<file path="config.mk">
export PLATFORM = sky130hd
export DESIGN_NAME = pipe_fifo
export DESIGN_NICKNAME = d
export VERILOG_FILES = /design/src/rtl/pipe_defs.sv /design/src/rtl/fifo_mem.sv /design/src/rtl/pipe_fifo.sv
export SDC_FILE = /design/constraint.sdc
export NUM_CORES = 1
export LEC_CHECK = 0
export ABC_CLOCK_PERIOD_IN_PS = 2900
export CAP_MARGIN = 20
export CORE_ASPECT_RATIO = 0.75
export CORE_MARGIN = 2
export CORE_UTILIZATION = 54
export DETAILED_ROUTE_END_ITERATION = 8
export GPL_TIMING_DRIVEN = 0
export PLACE_DENSITY = 0.91
export SLEW_MARGIN = 20
export SYNTH_ARGS = -nofsm -noshare
export SYNTH_HDL_FRONTEND = slang
export SYNTH_SLANG_ARGS = --single-unit
</file>
<file path="constraint.sdc">
create_clock -name sys_clk -period 2.9 [get_ports sys_clk]
set_input_delay 0.58 -clock sys_clk [delete_from_list [all_inputs] [get_ports sys_clk]]
set_output_delay 0.58 -clock sys_clk [all_outputs]
set_load 0.02 [all_outputs]
</file>
<file path="src/rtl/pipe_defs.sv">
// Shared handshake-pipeline definitions: default payload width and push/pop event naming.
package pipe_defs;

    localparam int PIPE_DATA_W = 3;

    // One handshake completes on the rising edge where its event bit is high.
    typedef struct packed {
        logic push;  // valid_up && ready_up
        logic pop;   // valid_down && ready_down
    } hs_evt_t;

endpackage

</file>
<file path="src/rtl/fifo_mem.sv">
// DEPTH x DATA_W register array: one synchronous write port, one asynchronous read port.
module fifo_mem #(
    parameter int DATA_W = 3,
    parameter int DEPTH  = 4,
    parameter int AW     = $clog2(DEPTH)
) (
    input  logic              sys_clk,
    input  logic              rst_n,
    input  logic              we,
    input  logic [AW-1:0]     waddr,
    input  logic [DATA_W-1:0] wdata,
    input  logic [AW-1:0]     raddr,
    output logic [DATA_W-1:0] rdata
);

    logic [DEPTH-1:0][DATA_W-1:0] mem;

    // Entries are cleared on reset so data_down reads 0 out of reset.
    always_ff @(posedge sys_clk or negedge rst_n) begin
        if (!rst_n) begin
            mem <= '0;
        end else if (we) begin
            mem[waddr] <= wdata;
        end
    end

    assign rdata = mem[raddr];

endmodule

</file>
<file path="src/rtl/pipe_fifo.sv">
// First-word-fall-through valid/ready FIFO; all handshake outputs decode registered state only.
module pipe_fifo
    import pipe_defs::*;
#(
    parameter int DATA_W = PIPE_DATA_W,
    parameter int DEPTH  = 4,
    parameter int CNT_W  = $clog2(DEPTH + 1)
) (
    input  logic              sys_clk,
    input  logic              rst_n,
    input  logic              valid_up,
    input  logic [DATA_W-1:0] data_up,
    output logic              ready_up,
    output logic              valid_down,
    output logic [DATA_W-1:0] data_down,
    input  logic              ready_down,
    output logic [CNT_W-1:0]  level,
    output logic              full,
    output logic              empty
);

    localparam int AW = $clog2(DEPTH);

    if ((DEPTH < 2) || ((DEPTH & (DEPTH - 1)) != 0)) begin : g_bad_depth
        $error("pipe_fifo: DEPTH must be a power of two and at least 2");
    end

    logic [AW-1:0] wr_ptr;
    logic [AW-1:0] rd_ptr;
    hs_evt_t       ev;

    assign full       = (level == CNT_W'(DEPTH));
    assign empty      = (level == '0);
    assign ready_up   = !full;
    assign valid_down = !empty;

    assign ev.push = valid_up && ready_up;
    assign ev.pop  = valid_down && ready_down;

    // Pointers are exactly log2(DEPTH) bits wide, so wrap needs no extra logic.
    always_ff @(posedge sys_clk or negedge rst_n) begin
        if (!rst_n) begin
            wr_ptr <= '0;
            rd_ptr <= '0;
            level  <= '0;
        end else begin
            if (ev.push) wr_ptr <= wr_ptr + 1'b1;
            if (ev.pop)  rd_ptr <= rd_ptr + 1'b1;
            case ({ev.push, ev.pop})
                2'b10:   level <= level + 1'b1;
                2'b01:   level <= level - 1'b1;
                default: level <= level;
            endcase
        end
    end

    fifo_mem #(
        .DATA_W (DATA_W),
        .DEPTH  (DEPTH),
        .AW     (AW)
    ) u_mem (
        .sys_clk (sys_clk),
        .rst_n   (rst_n),
        .we      (ev.push),
        .waddr   (wr_ptr),
        .wdata   (data_up),
        .raddr   (rd_ptr),
        .rdata   (data_down)
    );

endmodule

</file>
==> impl_metrics.toml <==
[outcome]
run_status = "finished, final reports clean"

[die]
rows = 13
initial_utilization_pct = 56.51
design.die.area_um2 = 2126
fp.coreArea_um2 = 1692
chipHeight_um = 40.44
pin_count = 17
fp.dieW_um = 52.58

[synth]
mappedNetlistArea_um2 = 955.9
synth.cells.most_frequent = "dfrtp_1, mux2_2, ha_1, inv_1, nand2_1"
ys_seq_elements = 19
synth_top_area_share_pct = 49.74
sequential_area_share_after_synthesis_pct = 49.74
syn-num-nets = 83
post_synth_main_area_contributors = "dfrtp_1, mux2_2, mux4_2, ha_1, mux2_1"
number_of_flops_mapped_to_enable_cells_by_yosys = 0
gate_count_post_synth = 70
async_reset_ff_share_pct = 100.0
synth.yosys.warnings = 0
post_synth_num_cell_types = 20
mean_instance_size_in_the_synthesized_netlist_um2 = 13.66
synth.most_common_cell = "dfrtp_1"
synth_top_area_cell = "dfrtp_1"
synth_top_flop_cell = "dfrtp_1"

[routing]
first_iter_violations = 9
viasPerCell = 5.179
vias = 580
drt_pre_antenna_iters = 4
avgRoutedWirePerCell_um = 14.78
routed_wl_mm = 1.655
drtAntennaViolNets = 0
drc_errors = 0

[final_layout]
antenna_cells = 0
fin_nets = 104
layout.cells.non_filler = 112
multiInputGateArea_um2 = 449.2
ff_latch_area_um2 = 475.5
n_fill_cell = 128
layout-area-overhead-vs-synth_pct = 22.51
drive_gt1_share_pct = 27.78

[worst_setup_path]
rr_startpoint = "level[1]"
setup.worst_path.start = "rd_ptr[0]"
cp.buffers_inverters = 2
timing.critical_path.slowest_stage_cell = "clkdlybuf4s50_1"
setup.worst_path.start_class = "register"
top_fanout_value_on_the_critical_path = 5
cp.required_ps = 2320
critical_path.endpoint_type = "output pin"
ordered_list_of_cells_on_the_worst_path = "clkbuf_2 > mux4_2 > clkdlybuf4s50_1"
worstPathArrival_ps = 1920
start_to_end_type_of_the_worst_setup_path = "reg2out"
timing.critical_path.slowest_cell_delay_ps = 550
timing.critical_path.max_delay_family = "buffers and inverters"

[global_route]
grt_antenna_before_repair = 0
grt_usage_pct = 20.07
grt_overflow_total = 0
vias_in_the_first_global_route = 563
first_pass_grt_wire_length_mm = 2.704
grt_start_max_net_pins = 20

[clock_tree]
hold_buf_count_cts = 0
cts_setup_buffers = 0
post_cts.resized_instances = 0
cts_tree = "done"
numClockSinks = 19
cts-root-buf = "clkbuf_4"
tritoncts.num_buffers = 3
worst_setup_hold_path_clk_slew_ps = 110
cts_max_path_buffers = 2
cts_htree_levels = 1
clock_insertion_delay_worst_skew_ps = 310

[worst_hold_path]
holdCritPathClass = "reg2reg"
min_from = "u_mem.mem[9]"

[sta]
fin_tns_setup_ps = 0
fmax_ghz = 0.3994
timing.final.crit_share_pct = 86.33
setup_viol = 0
unrepaired_setup_endpoints_after_global_routing = "no"
report.final.slew_viol_count = 0
hold_ws_ps = 498.0
min_period_ps = 2504
final.setup_skew_ps = 3.661
relSlewSlack_pct = 45.97
final_hold_viol_count = 0
tightest_slew_ps = 807.8

[flow_run]
number_of_maximum_capacitance_constraint_violations = 0

[placed_design]
place.detailed.instances = 108
port-buffer-count = 16
routabilityCongestion = 0.7200
half_perimeter_wire_length_after_detailed_placement_mm = 1.286

[power]
power.leakage_uw = 0.0005255
power_per_cell_area_nw_per_um2 = 1201
ir_drop_v = 0.0006770
## cell type report
cell class / count / area share, %
flip-flops and latches: 19 / 40.60
plain buffers: 1 / 0.4274
multi-input cells: 43 / 38.35
clock inverters: 1 / 0.4274
repair buffers: 16 / 13.68
inverters: 7 / 2.244
well taps: 22 / 2.350
clock buffers: 3 / 1.923
## cell usage in the layout, fill, tap and decap left out
master and count:
dfrtp_1 19, clkdlybuf4s50_1 16, mux2_2 8, inv_1 5
nand2_1 5, ha_1 5, nor2_2 4, mux2_1 4
mux4_2 3, xor2_1 3, xnor2_1 3, clkbuf_4 3
inv_2 2, clkbuf_2 1, or3_1 1, o31a_1 1
nand3_2 1, nand2b_4 1, nor2_1 1, mux2_4 1
mux2i_1 1, fa_1 1, clkinv_2 1
## logic make-up (layout without fill, tap and decap cells)
group	count (synthesis)	in the layout	synth area share, %
multiplexers	17	17	23.82
AO/OA/AOI/OAI	1	1	0.9164
adder cells (fa/ha/maj)	6	6	8.639
AND/OR/NAND/NOR	13	13	8.115
XOR/XNOR	6	6	5.498
flip-flops	19	19	49.74
buffers and inverters	8	28	3.272
## sequential cells by signal, summed over array words and instances, names as in the netlist
register / cells
wr_ptr: 2
u_mem.mem: 12
rd_ptr: 2
level: 3
## stage by stage
stage / area [µm²] / power, µW / setup WS (ps) / util, %
3_3_place_gp: 1144 / 1246 / 543.8 / 67.60
6_report: 1171 / 1407 / 396.5 / 69.23
4_1_cts: 1171 / 1425 / 371.7 / 69.23
2_1_floorplan: 955.9 / 1003 / 712.2 / -
5_1_grt: 1171 / 1508 / 294.2 / 69.23
3_5_place_dp: 1144 / 1282 / 509.9 / 67.60
## path summary, 6_finish.rpt
path                                 to  slack (ps)  depth (start not counted)
max reg2reg                    level[2]         810                         10
min in group asynchronous  u_mem.mem[7]         730                          1
max in group asynchronous  u_mem.mem[5]        1670                          1
min reg2reg                u_mem.mem[9]         500                          1
min                        u_mem.mem[9]         500                          1
max                        data_down[1]         400                          3
## where the power goes
part	internal (µW)	leakage [µW]	switching [µW]	total, µW
sequential	405	0.000224	109	514
combinational	414	0.000284	343	757
clock	51.6	0.0000177	84.8	136
total	870	0.000525	537	1410
## routing by layer
layer | wire (µm) | part of all wire, % | vias to the layer above | GRT usage (%)
li1 | - | - | 276 | -
met1 | 738 | 45 | 288 | 25.89
met2 | 808 | 49 | 12 | 30.63
met3 | 83 | 5.0 | 4 | 8.209
met4 | 24 | 1.5 | 0 | 7.692
met5 | 0 | 0 | - | 0
(Power assumes the default switching activity.)
